===== src/rtl/neuron_pkg.sv =====
// Shared types and constants for the neuron scheduler slice.
// Q16.16 fixed point: 1.0 = 32'h0001_0000.
package neuron_pkg;

    localparam int WIDTH_DEF         = 32;
    localparam int REFRACT_STEPS_DEF = 4;

    // Fixed-point unit and the per-neuron start-up values (-65 and -13)
    localparam logic signed [31:0] ONE     = 32'sh0001_0000;
    localparam logic signed [31:0] V_RESET = 32'shffbf_0000;
    localparam logic signed [31:0] W_INIT  = 32'shfff3_0000;

    typedef enum logic [2:0] {
        IDLE,
        FETCH,
        EVAL,
        SPIKE,
        DONE
    } sched_state_t;

endpackage


===== src/rtl/neuron_state_ram.sv =====
// Per-neuron {v, w} storage: N_NEURONS words of 2*WIDTH bits.
// Asynchronous read port, synchronous write port, and a one-cycle bulk
// re-initialisation to the start-up values. Reset also restores them.
module neuron_state_ram
    import neuron_pkg::*;
#(
    parameter int WIDTH     = WIDTH_DEF,
    parameter int N_NEURONS = 8,
    parameter int IDX_W     = 3
)(
    input  logic                    clk,
    input  logic                    rst,
    input  logic                    init,
    input  logic [IDX_W-1:0]        raddr,
    output logic signed [WIDTH-1:0] rdata_v,
    output logic signed [WIDTH-1:0] rdata_w,
    input  logic                    we,
    input  logic [IDX_W-1:0]        waddr,
    input  logic signed [WIDTH-1:0] wdata_v,
    input  logic signed [WIDTH-1:0] wdata_w
);

    localparam logic [2*WIDTH-1:0] INIT_WORD = {WIDTH'(V_RESET), WIDTH'(W_INIT)};

    logic [2*WIDTH-1:0] mem [N_NEURONS];

    // State words: reset/init restore start-up values, otherwise write-back
    always_ff @(posedge clk or posedge rst) begin
        if (rst) begin
            for (int i = 0; i < N_NEURONS; i++) mem[i] <= INIT_WORD;
        end else if (init) begin
            for (int i = 0; i < N_NEURONS; i++) mem[i] <= INIT_WORD;
        end else if (we) begin
            mem[waddr] <= {wdata_v, wdata_w};
        end
    end

    assign rdata_v = mem[raddr][2*WIDTH-1:WIDTH];
    assign rdata_w = mem[raddr][WIDTH-1:0];

endmodule


===== src/rtl/neuron_scheduler.sv =====
// Time-multiplexes one external combinational Izhikevich integrator over
// N_NEURONS neurons: one sweep per step_start (FETCH current, EVAL, write
// back, SPIKE handshake on fire).
// Optional feature macro: NEURON_SCHED_REFRACT_EN adds per-neuron refractory
// counters; a refractory neuron costs a single skip cycle instead of FETCH+EVAL.
module neuron_scheduler
    import neuron_pkg::*;
#(
    parameter int WIDTH     = WIDTH_DEF,
    parameter int N_NEURONS = 8,
    parameter int IDX_W     = 3
`ifdef NEURON_SCHED_REFRACT_EN
    ,
    parameter int REFRACT_STEPS = REFRACT_STEPS_DEF
`endif
)(
    input  logic                    clk,
    input  logic                    rst,
    input  logic                    step_start,
    input  logic                    init_req,
    output logic                    busy,
    output logic                    step_done,
    output logic                    i_rd,
    output logic [IDX_W-1:0]        i_addr,
    input  logic [WIDTH-1:0]        i_data,
    output logic [WIDTH-1:0]        integ_I,
    output logic signed [WIDTH-1:0] integ_v_old,
    output logic signed [WIDTH-1:0] integ_w_old,
    input  logic signed [WIDTH-1:0] integ_v_new,
    input  logic signed [WIDTH-1:0] integ_w_new,
    input  logic                    integ_fire,
    output logic                    spike_valid,
    output logic [IDX_W-1:0]        spike_idx,
    input  logic                    spike_ready
);

    sched_state_t            state;
    logic [IDX_W-1:0]        idx;
    logic [IDX_W-1:0]        nxt_idx;
    logic                    last;
    logic                    adv;
    logic                    skip;
    logic                    first_rd;
    logic                    nxt_rd;
    logic                    ram_we;
    logic                    ram_init;
    logic signed [WIDTH-1:0] rd_v;
    logic signed [WIDTH-1:0] rd_w;

    assign last     = (idx == IDX_W'(N_NEURONS - 1));
    assign nxt_idx  = idx + 1'b1;
    assign ram_we   = (state == EVAL);
    assign ram_init = (state == IDLE) && init_req;

`ifdef NEURON_SCHED_REFRACT_EN
    localparam int CNT_W = $clog2(REFRACT_STEPS + 1);

    logic [CNT_W-1:0] rcnt [N_NEURONS];

    // A refractory neuron is passed over at FETCH; the read strobe for the
    // upcoming neuron is suppressed up front because i_rd is registered.
    assign skip     = (state == FETCH) && (rcnt[idx] != '0);
    assign first_rd = (rcnt[0] == '0);
    assign nxt_rd   = (rcnt[nxt_idx] == '0);

    // Refractory counters: load on fire, count down once per skipped sweep
    always_ff @(posedge clk or posedge rst) begin
        if (rst) begin
            for (int i = 0; i < N_NEURONS; i++) rcnt[i] <= '0;
        end else if (ram_init) begin
            for (int i = 0; i < N_NEURONS; i++) rcnt[i] <= '0;
        end else if (state == EVAL && integ_fire) begin
            rcnt[idx] <= CNT_W'(REFRACT_STEPS);
        end else if (skip) begin
            rcnt[idx] <= rcnt[idx] - 1'b1;
        end
    end
`else
    assign skip     = 1'b0;
    assign first_rd = 1'b1;
    assign nxt_rd   = 1'b1;
`endif

    // Move on to the next neuron (or finish) after a clean EVAL, an accepted
    // spike, or a refractory skip.
    assign adv = skip
              || ((state == EVAL) && !integ_fire)
              || ((state == SPIKE) && spike_ready);

    neuron_state_ram #(
        .WIDTH     (WIDTH),
        .N_NEURONS (N_NEURONS),
        .IDX_W     (IDX_W)
    ) u_ram (
        .clk     (clk),
        .rst     (rst),
        .init    (ram_init),
        .raddr   (idx),
        .rdata_v (rd_v),
        .rdata_w (rd_w),
        .we      (ram_we),
        .waddr   (idx),
        .wdata_v (integ_v_new),
        .wdata_w (integ_w_new)
    );

    // Integrator sees zeros except while a neuron is actually being evaluated
    assign integ_I     = (state == EVAL) ? i_data : '0;
    assign integ_v_old = (state == EVAL) ? rd_v   : '0;
    assign integ_w_old = (state == EVAL) ? rd_w   : '0;

    // Sweep sequencer with registered handshake/status outputs
    always_ff @(posedge clk or posedge rst) begin
        if (rst) begin
            state       <= IDLE;
            idx         <= '0;
            busy        <= 1'b0;
            step_done   <= 1'b0;
            i_rd        <= 1'b0;
            i_addr      <= '0;
            spike_valid <= 1'b0;
            spike_idx   <= '0;
        end else begin
            step_done <= 1'b0;
            i_rd      <= 1'b0;
            case (state)
                IDLE: begin
                    // init_req wins; the RAM handles it in this same cycle
                    if (!init_req && step_start) begin
                        state  <= FETCH;
                        idx    <= '0;
                        busy   <= 1'b1;
                        i_rd   <= first_rd;
                        i_addr <= '0;
                    end
                end
                FETCH: begin
                    if (!skip) state <= EVAL;
                end
                EVAL: begin
                    if (integ_fire) begin
                        state       <= SPIKE;
                        spike_valid <= 1'b1;
                        spike_idx   <= idx;
                    end
                end
                SPIKE: begin
                    if (spike_ready) spike_valid <= 1'b0;
                end
                DONE: begin
                    state <= IDLE;
                end
                default: begin
                    state <= IDLE;
                end
            endcase
            if (adv) begin
                if (last) begin
                    state     <= DONE;
                    step_done <= 1'b1;
                    busy      <= 1'b0;
                end else begin
                    state  <= FETCH;
                    idx    <= nxt_idx;
                    i_addr <= nxt_idx;
                    i_rd   <= nxt_rd;
                end
            end
        end
    end

endmodule

===== config.mk =====
export PLATFORM = sky130hd
export DESIGN_NAME = neuron_scheduler
export DESIGN_NICKNAME = d
export VERILOG_FILES = /design/src/rtl/neuron_pkg.sv /design/src/rtl/neuron_state_ram.sv /design/src/rtl/neuron_scheduler.sv
export SDC_FILE = /design/constraint.sdc
export NUM_CORES = 1
export LEC_CHECK = 0
export ABC_AREA = 1
export CORE_UTILIZATION = 68
export CTS_BUF_LIST = sky130_fd_sc_hd__clkbuf_4 sky130_fd_sc_hd__clkbuf_8
export CTS_CLUSTER_SIZE = 28
export DETAILED_ROUTE_END_ITERATION = 16
export DONT_BUFFER_PORTS = 1
export GPL_TIMING_DRIVEN = 0
export PLACE_DENSITY = 0.84
export SETUP_SLACK_MARGIN = 0.2
export SYNTH_ARGS = -nofsm -noshare
export SYNTH_HDL_FRONTEND = slang
export SYNTH_SLANG_ARGS = --single-unit
export TNS_END_PERCENT = 20

===== constraint.sdc =====
create_clock -name clk -period 44.3 [get_ports clk]
set_input_delay 4.43 -clock clk [delete_from_list [all_inputs] [get_ports clk]]
set_output_delay 4.43 -clock clk [all_outputs]
set_load 0.02 [all_outputs]

==> run metrics <==
final cycle utilization of the critical path 21.0%; Iter 0 DRT Violations 3296; Top delay family on crit path simple AND/OR/NAND/NOR gates; Post-synth EDFFs 0; largest family of logic cells by synthesized area simple AND/OR/NAND/NOR gates; antenna violations before repair 2; CP endpoint kind output port; clock buffer depth 3; Max-Cap Viols 0; Cell variety after synth 27; Die W 196 microns; Post-CTS Hold Fix Bufs 0; Total Routed Length slightly below 90000 microns; status finished, final reports clean; Ports 208; Min Clock Period, post-route 9300 ps; pwr dens 75.8 mW/mm^2; Rows 70; top post-synthesis cells by count 1674 x nand2_1, 449 x nor2_1, 296 x dfrtp_1; share of cells above drive strength 1 ~14%; Fin Setup TNS 0 ps; GR Util met3 13.3%; Die Area 0.0386 sq mm; CP max-delay cell nor2_1; largest fanout on the critical path 1; via count 25000; fin. max-slew vios 0; largest net degree at the start of global routing 140; global-route layer with the greatest usage met2; Residual DRC 0; clock buffer count from CTS 87; first-pass GRT wire length 133000 microns; complex-gate fraction of the synthesized area between 8 and 9%; Synth async-reset ratio between 90% and 100%; Synth top area share 28.8%; # resized after CTS 0; Worst Path Required around 40000 ps; clock-pin slew of the registers on the worst-case setup and hold paths 60 ps; Leakage around 15 nW; vias in the first global route 24000; launching element type of the critical path input port; RSZ-0062 raised after global routing no; routability congestion estimate between 0.9 and 1; Setup Buffers After CTS 0; Hold WC Path Type reg2reg; grt ovf 0; # H-tree levels 3; worst stage delay on the critical path 420 ps; Main synth FF type dfrtp_1; CTS Sinks between 500 and 600; Warnings, synthesis 0; cell taking the most area after synthesis dfrtp_1; TritonCTS clock tree built; Port Buffer Count 0; setup violators final 0; worst-skew pair later-pin latency about 680 ps; nets 3709; met2 usage a little over two thirds; total track usage 46.0%; Mapped Cells 3512; post-synthesis mux area share 0%; synthesized area per cell 7.32 sq um; fillers 2725; Die Y 196 microns; CP Cell Sequence inv_1 > nor2_1; Slew HR 21.9%; synthesis-stage register bit count ~530; WP buf/inv 1; synth top area cells dfrtp_1 29%, nand2_1 24%, dfstp_2 24%, nor2_1 6.6%, o21ai_0 4.7%; fmax roughly 0.11 GHz; routed len/inst 20.9 microns; TritonRoute pass-1 iters 8; sequential cell area fraction in the yosys report 52.5%; Synth Area in Simple Gates 31.9%; Root Driver clkbuf_8; Final Hold Viols 0; adder-cell share of the synthesized area less than 1%; Core ar. between 0.03 and 0.04 sq mm; post-synthesis xor/xnor area fraction 0%; clk_skew slightly below 20 ps; Final ANT Viol Nets 0; fin util 76.9%; most common cell in the netlist nand2_1; Worst Tran Pin Value 1170 ps; initial core utilization 69.7%; VDD IR max 0.0391 mV; DP Wirelength 58800 microns; met1 Usage GRT 58.0%; Avg Vias per Cell 5.97; Layout area overhead 10.4%; Critical Path AT 4870 ps; WS Path Type in2out; Syn Std Cell Area 0.0257 sq mm; syn nets 3616
## tightest hold or removal path: cells and delay by family, from the launching register on
family	cells	cell delay (ps)
simple gates	2	110
flops	1	370
## sequential cells by signal, indices dropped and copies added, names as in the netlist
| register | flops |
|---|---|
| busy | 1 |
| i_addr | 3 |
| i_rd | 1 |
| idx | 3 |
| spike_idx | 3 |
| spike_valid | 1 |
| state | 3 |
| step_done | 1 |
| u_ram.mem | 512 |
## final cells by class
class,instances,area [sq um],share of cell area (%)
Inverter,211,800,2.82
Antenna cell,3,7.51,0.0265
Clock buffer,157,1890,6.65
Tap cell,504,631,2.22
Buffer,210,923,3.26
Multi-Input combinational cell,2563,10500,36.9
Clock inverter,4,27.5,0.0970
Sequential cell,528,13500,47.6
Timing Repair Buffer,4,110,0.388
## stage by stage
stage	setup WS [ps]	hold slack (ps)	cell area (sq um)	total power [mW]	cells
floorplan	25500	442	25700	1.35	3512
global placement	20660	453	26300	1.61	4016
detailed placement	35030	458	26400	1.64	4020
CTS	35030	471	28400	2.11	4181
global route	34980	481	28400	2.25	4181
finish	35000	470	28400	2.15	4184
## final timing paths
kind / cells after the start / endpoint / startpoint / slack (ps)
max: 2 / integ_I[2] / i_data[2] / 35000
min: 2 / u_ram.mem[500] / u_ram.mem[500] / 470
max reg2reg: 5 / spike_idx[2] / idx[2] / 41670
min reg2reg: 2 / u_ram.mem[500] / u_ram.mem[500] / 470
max in group asynchronous: 3 / i_rd / rst / 39170
min in group asynchronous: 1 / u_ram.mem[77] / rst / 3670
## power breakdown
| part | internal, mW | total (mW) | switching, mW | leakage [nW] |
|---|---|---|---|---|
| Clock | 0.264 | 0.465 | 0.200 | 1.02 |
| Sequential | 0.698 | 0.794 | 0.0958 | 6.47 |
| Combinational | 0.227 | 0.890 | 0.663 | 7.75 |
## routing by layer
metal,up-vias,routed length (microns)
met2,1884,38800
met4,2,5920
li1,11000,-
met5,-,28
met1,11700,30900
met3,426,11800
## cell families after synthesis
logic type | count (synthesis)
and+or+nand+nor | 2155
buffers and inverters | 421
DFF | 528
adders and majority gates | 2
AOI/OAI and AO/OA | 406
## cells in the final DEF (no fill, tap or decap), types with 2 or more instances in the layout
cell and count:
a21oi_1 64, a22oi_1 87, buf_1 15, buf_16 4, buf_2 75, buf_4 9
clkbuf_1 110, clkbuf_4 44, clkbuf_8 113, clkinvlp_4 3, dfrtp_1 296, dfstp_2 232
diode_2 3, ha_1 2, inv_1 199, inv_2 10, nand2_1 1674, nand2_2 2
nand3_1 15, nand4_1 2, nor2_1 449, nor2_2 5, nor2_4 5, o211ai_1 5
o21ai_0 241, o21ai_1 8
No activity file was read; power rests on OpenSTA's default activity.
